[src/rtl/bist_fail_logger.sv]
// bist_fail_logger: captures read-compare mismatches from the bist engine
// into a show-ahead FIFO, with fail counter, sticky flags and first address.
module bist_fail_logger #(
  parameter int size   = 6,
  parameter int length = 8,
  parameter int DEPTH  = 4,
  parameter int CNTW   = 8
) (
  input  logic              clk,
  input  logic              rst,
  input  logic              arm,
  input  logic              test_done,
  input  logic              cmp_valid,
  input  logic [size-1:0]   cmp_addr,
  input  logic [length-1:0] cmp_expected,
  input  logic [length-1:0] cmp_actual,
  input  logic              rd_en,
  output logic              log_valid,
  output logic [size-1:0]   log_addr,
  output logic [length-1:0] log_expected,
  output logic [length-1:0] log_actual,
  output logic              fail,
  output logic [size-1:0]   first_fail_addr,
  output logic [CNTW-1:0]   fail_count,
  output logic              overflow,
  output logic              busy
);

  localparam int AW = $clog2(DEPTH);
  localparam logic [AW:0] PONE = 1;
  localparam logic [CNTW-1:0] CONE = 1;

  typedef enum logic [1:0] {
    IDLE = 2'd0,
    LOG  = 2'd1,
    DONE = 2'd2
  } state_t;

  state_t state, state_nx;

  logic [AW:0]       wptr, rptr;
  logic [size-1:0]   mem_addr [DEPTH];
  logic [length-1:0] mem_exp  [DEPTH];
  logic [length-1:0] mem_act  [DEPTH];

  logic empty, full, mis, pop, push, ovf_set;

  assign empty = (wptr == rptr);
  assign full  = (wptr[AW] != rptr[AW]) &&
                 (wptr[AW-1:0] == rptr[AW-1:0]);

  assign mis = cmp_valid && (state == LOG) && !arm &&
               (cmp_expected != cmp_actual);
  assign pop = rd_en && !empty && !arm;
  // a simultaneous pop frees the slot the push needs
  assign push    = mis && (!full || pop);
  assign ovf_set = mis && full && !pop;

  always_ff @(posedge clk or negedge rst) begin
    if (!rst) state <= IDLE;
    else      state <= state_nx;
  end

  always_comb begin
    state_nx = state;
    if (arm) begin
      state_nx = LOG;
    end else begin
      unique case (state)
        LOG:     if (test_done) state_nx = DONE;
        default: state_nx = state;
      endcase
    end
  end

  always_comb begin
    busy         = (state == LOG);
    log_valid    = !empty;
    log_addr     = '0;
    log_expected = '0;
    log_actual   = '0;
    if (!empty) begin
      log_addr     = mem_addr[rptr[AW-1:0]];
      log_expected = mem_exp[rptr[AW-1:0]];
      log_actual   = mem_act[rptr[AW-1:0]];
    end
  end

  always_ff @(posedge clk or negedge rst) begin
    if (!rst) begin
      for (int i = 0; i < DEPTH; i++) begin
        mem_addr[i] <= '0;
        mem_exp[i]  <= '0;
        mem_act[i]  <= '0;
      end
    end else if (push) begin
      mem_addr[wptr[AW-1:0]] <= cmp_addr;
      mem_exp[wptr[AW-1:0]]  <= cmp_expected;
      mem_act[wptr[AW-1:0]]  <= cmp_actual;
    end
  end

  always_ff @(posedge clk or negedge rst) begin
    if (!rst) begin
      wptr            <= '0;
      rptr            <= '0;
      fail            <= 1'b0;
      first_fail_addr <= '0;
      fail_count      <= '0;
      overflow        <= 1'b0;
    end else if (arm) begin
      wptr            <= '0;
      rptr            <= '0;
      fail            <= 1'b0;
      first_fail_addr <= '0;
      fail_count      <= '0;
      overflow        <= 1'b0;
    end else begin
      if (push) wptr <= wptr + PONE;
      if (pop)  rptr <= rptr + PONE;
      if (mis) begin
        fail <= 1'b1;
        if (!fail) first_fail_addr <= cmp_addr;
        if (fail_count != '1) fail_count <= fail_count + CONE;
      end
      if (ovf_set) overflow <= 1'b1;
    end
  end

endmodule

[config.mk]
export PLATFORM = sky130hd
export DESIGN_NAME = bist_fail_logger
export DESIGN_NICKNAME = d
export VERILOG_FILES = /design/src/rtl/bist_fail_logger.sv
export SDC_FILE = /design/constraint.sdc
export NUM_CORES = 1
export LEC_CHECK = 0
export CAP_MARGIN = 20
export CORE_ASPECT_RATIO = 1.75
export CORE_MARGIN = 2
export CORE_UTILIZATION = 65
export DETAILED_ROUTE_END_ITERATION = 10
export DONT_BUFFER_PORTS = 1
export PLACE_DENSITY = 0.84
export SYNTH_ARGS = -nofsm -noshare
export SYNTH_HDL_FRONTEND = slang
export SYNTH_SLANG_ARGS = --single-unit
export TNS_END_PERCENT = 50
[constraint.sdc]
create_clock -name clk -period 6.01 [get_ports clk]
set_input_delay 1.5025 -clock clk [delete_from_list [all_inputs] [get_ports clk]]
set_output_delay 1.5025 -clock clk [all_outputs]
set_load 0.01 [all_outputs]
Yosys cells after proc, flatten, opt, wreduce, memory -nomap -nowiden
Index checks and enable logic that the tools add are counted.

word-level totals
  flip-flop bits (word level) = 112
  bits in latches = 0
  bits in writable memories = 0
  bits in read-only memories = 0
  output and inout port bits = 40
  logic and storage cells = 95
  memories = 0

cells by class
  add/subtract/negate cells = 3
  multipliers = 0
  divide/modulo/power cells = 0
  order comparisons = 3
  equal/unequal tests = 7
  shifts and indexed selects = 0
  multiplexer cells = 36
  bitwise operators = 2
  reduce and logical (&&, ||, !) cells = 25

operators with widths
  kind                 count
  $mux 8               10
  $bwmux 32            2
  $mux 6               7
  $bmux 8 s2           2
  $bwmux 24            1
  $demux 8 s2          1
  $reduce_bool 2->1    7
  $bmux 6 s2           1
  $demux 6 s2          1
  $mux 3               4
  $logic_and 1x1->1    10
  $add 8x1->8 const B  1
  $ne 8x8->1           1
  $ne 8x8->1 const B   1
  $add 3x1->3 const B  2
  $ge 3x3->1 const B   2
  $mux 2               3
  $not 2->3            2
  $reduce_and 2->1     3
  $logic_not 1->1      4
  $mux 1               4
  $eq 3x3->1           1
  $lt 3x1->1 const B   1
  $eq 2x1->1 const B   1
  4 further kinds      4

Logic depth before layout (Yosys ltp)
  word-level depth = 8
  mapped depth = 7
  depth with buffers taken out = 5

Worst setup path after synthesis
No wires, ideal clock.

  kind = in2reg
  start = input port cmp_actual[7]
  end = register mem_act[0] (netlist name)
  arrival time = 2.908 ns
  required time = 5.885 ns
  path slack = 2.976 ns
  stages = 7
  path through = xor2_1 -> nor4_2 -> a21oi_2 -> and4b_1 -> buf_6 -> buf_6 -> mux2_4

between the ends
  longest elaborated chain between the ends = 3

RTL lines
  what                            line  text
  start: declaration              16    input logic [length-1:0] cmp_actual,
  $ne 8x8->1                      53    (cmp_expected != cmp_actual);
  $logic_and 1x1->1               52    assign mis = cmp_valid && (state == LOG) && !arm &&
  $logic_and 1x1->1               56    assign push = mis && (!full || pop);
  end signal: indexed assignment  99    mem_act[wptr[AW-1:0]] <= cmp_actual;
  end: declaration                44    logic [length-1:0] mem_act [DEPTH];

No other way between the ends.
A chain may end at the register's enable or synchronous reset.

Worst setup path after layout
  start = input port cmp_actual[0]
  end = register mem_exp[0] (netlist name)

between the ends
  longest elaborated chain between the ends = 3

RTL lines
  what                            line  text
  $ne 8x8->1                      53
  $logic_and 1x1->1               52
  $logic_and 1x1->1               56
  end signal: indexed assignment  98    mem_exp[wptr[AW-1:0]] <= cmp_expected;
  end: declaration                43    logic [length-1:0] mem_exp [DEPTH];

No other way between the ends.

==> results.txt <==
The flow ran to the end, and the final reports show no timing, DRC or antenna violations. Timing would allow up to 0.240 GHz. For the post-layout utilization of the core, the log shows 0.701. Once routing completed, OpenROAD measured the worst setup slack at 1840 ps. The combined global-route utilization of all metal layers was 0.250. For the internal power, the log shows 1.62 mW. Summed over all failing endpoints, the final setup total negative slack is 0 ps. The actual slew at the worst max-slew pin came out at 1010 ps. The critical path capture point type was a register. The total overflow left after global routing is 0. The final period utilization works out to 0.693. Dividing the detail-routed via count by the number of cells gives 6.18. Clock latency on the worst-skew pair: 350 ps. The type of the worst min-delay path is register to register. The chip height came out at 128 um. The number of synthesized flops with an enable pin came out at 0. The count of nets left with antenna violations after detail routing was 0. In this run the tool buffered the top-level ports with 0 buffer cells.

For the finished layout, the period the worst path requires is 4170 ps. Once detailed placement completed, the half-perimeter wirelength came to 7.09 mm. Leakage power: 2.69 nW. During I/O placement, the number of pins put on the boundary was 68.

The first TritonRoute pass finished after 4 iterations. The total routed wirelength is 11.0 mm, and the worst endpoint data arrival time is 4400 ps. The number of nets in the synthesized netlist is 414. The slowest stage of the critical path is the and4b_1 cell. The clock input transition at the sequential cells of the worst setup and hold paths came out at 70 ps. The global placement routability congestion is 0.732. The largest incremental delay on the critical path came out at 930 ps. In the synthesized netlist the dominant register cell turns out to be dfrtp_1. For the remaining design rule violation count, the log shows 0. The async set-reset flop share out of synthesis is 1.00.

The tools report the data required time at the worst endpoint as 6240 ps. Entering global routing, the biggest net connects 113 pins. Post-CTS repair changed the size of 0 cells.

The run gives 3053 as the count of vias placed by the detailed router. For the worst hold slack across all endpoints, the log shows 505 ps. The placed instances occupy a cell area of 0.00568 mm^2. The design draws 2.17 mW. The logs give 406 for the number of nets in the layout and 5.76 ps for the setup clock skew after layout.

The tools report the number of instances in the synthesized netlist as 380. Buffers inserted to repair hold after CTS numbered 0. Including well taps, the total number of placed cells is 478. dfrtp_1 is the most common cell in the netlist. For the count of endpoints failing setup in the final report, the log shows 0. For the synthesized cell area, the log shows 0.00567 mm^2. The clock passes through at most 2 buffers.

Via count of the first global-routing pass: 3325. After synthesis, the most frequently instantiated cells are dfrtp_1 (112), mux2_4 (80), and2_1 (24), mux4_2 (22), nor2_1 (22). The post-synthesis register bit count was 112. The run gives 1540 ps as the setup slack after placement. Setup repair after global routing left no endpoint under its margin.

The proportion of layout cells with a drive suffix above 1 works out to 0.369. The number of max-capacitance violations reported is 0, and the number of sinks on the clock net is 112. The core region is 0.00856 mm^2.

The synthesized area per cell is 14.9 um^2, and the multi-input gate area in the final layout is 0.00267 mm^2. The TritonCTS buffer count was 9. Traced cell by cell, the critical path runs through xor2_1 -> nor4_2 -> a21oi_2 -> and4b_1 -> buf_4 -> mux2_2.

The analysis attributes to net switching a power of 551 uW. The nature of the critical path startpoint was a primary input. The tools report the number of max-slew violations in the final report as 0. For the part of the total power dissipated in the clock network, the log shows 0.296. The die covers 0.00952 mm^2. The cell sitting at the root of the clock tree is a clkbuf_16. Summed over all instances, the cell type with the most area after synthesis is dfrtp_1.

Yosys mapped the design onto 35 distinct sky130hd cell types. The logic gate share of total power was 0.238; the normalized max-slew margin was 0.326. The run gives 0 as the final-report hold violation count.

The portion of synthesized cell area occupied by the leading cell type is 0.494, and the total number of H-tree levels is 3. The switching part of the total power was 0.254; the effective utilization at floorplan was 0.663. For this run, the number of Yosys warnings is 0. The relative contribution of sequential cells to total power is 0.466, and the maximum resistive drop on vdd is 0.000226 V.

In this run the worst path has a maximum fanout of 24. By area the synthesized netlist is led by dfrtp_1 (49%), mux2_4 (21%), mux4_2 (8.7%). The run gives 0 as the number of antenna violations at the first check in global routing. The setup path with the least slack is of type primary input to register.

The run gives 17.6 mm as the first-pass GRT wire length. The area overhead of the layout relative to synthesis was 5.80%; the power density over the cells was 361 mW/mm^2. The final antenna diode count is 0. The final design instance area without fill is 0.00600 mm^2, and the die span in x is 74.6 um. After filler insertion, the fill cell instance count of the layout stands at 595. Final routed wire length divided by cell count: 22.4 um. Cell row count: 45. TritonCTS built the clock tree. Across the whole layout, storage elements account for 0.00280 mm^2. After the first detailed-routing iteration, the DRC count stood at 241. After clock tree synthesis, the setup repair step added 0 buffers.

Share of the yosys chip area belonging to registers: 0.494. Excluding fillers, the count of instances in the completed layout stands at 494.
cell families after synthesis:
logic type / synth area share
buffers and inverters: 0.0359
xor gates and xnor gates: 0.0201
muxes: 0.331
AOI/OAI and AO/OA: 0.0251
adders and majority gates: 0.0132
and+or+nand+nor: 0.0803
DFF: 0.494
placed cells by master, fill, tap and decap left out, types with 7 or more instances in the layout:
master,instances
mux2_4,80
mux2i_1,7
and2_1,24
mux2_2,10
mux4_2,22
nor2_1,22
xor2_1,11
clkbuf_16,9
nand3_1,7
dfrtp_1,112
power groups by stage:
stage | combinational [mW] | sequential (mW) | clock, mW
floorplan | 0.461 | 0.980 | 0
global placement | 0.500 | 1.01 | 0
detailed placement | 0.520 | 1.02 | 0
CTS | 0.524 | 1.01 | 0.650
global route | 0.552 | 1.02 | 0.679
finish | 0.515 | 1.01 | 0.642
registers in the layout, summed over array words and instances (netlist names):
register	flops
mem_exp	32
rptr	3
first_fail_addr	6
mem_act	32
overflow	1
state	2
mem_addr	24
fail_count	8
fail	1
wptr	3
per-layer routing:
metal	part of all wire	vias up	global-route usage
met1	0.42	1627	0.326
met4	0.014	0	0.0819
met3	0.045	9	0.0599
li1	-	1348	-
met5	0	-	0
met2	0.52	69	0.407
area by class of cell:
class                   count  area share
flip-flops and latches    112       0.467
clock inverters             5      0.0133
repair buffers              6     0.00750
clock buffers              11      0.0404
multi-input cells         238       0.444
well taps                 117      0.0244
inverters                   5     0.00313
path summary, 6_finish.rpt:
path,start,end,slack (ps),depth (start not counted)
worst min-delay path,mem_act[17],mem_act[17],510,1
worst min register to register,mem_act[17],mem_act[17],510,1
min in group asynchronous,rst,mem_act[15],840,0
max in group asynchronous,rst,wptr[2],4960,0
worst max-delay path,cmp_actual[0],mem_exp[0],1840,6
worst max register to register,state[0],mem_exp[0],2650,6
worst max-delay path: cells and delay by family:
kind                   cells  cell delay [ps]
AND/OR/NAND/NOR            2             1060
buffers and inverters      1              400
XOR/XNOR                   1              300
multiplexers               1              360
AO/OA/AOI/OAI              1              760
(Power assumes the default switching activity.)
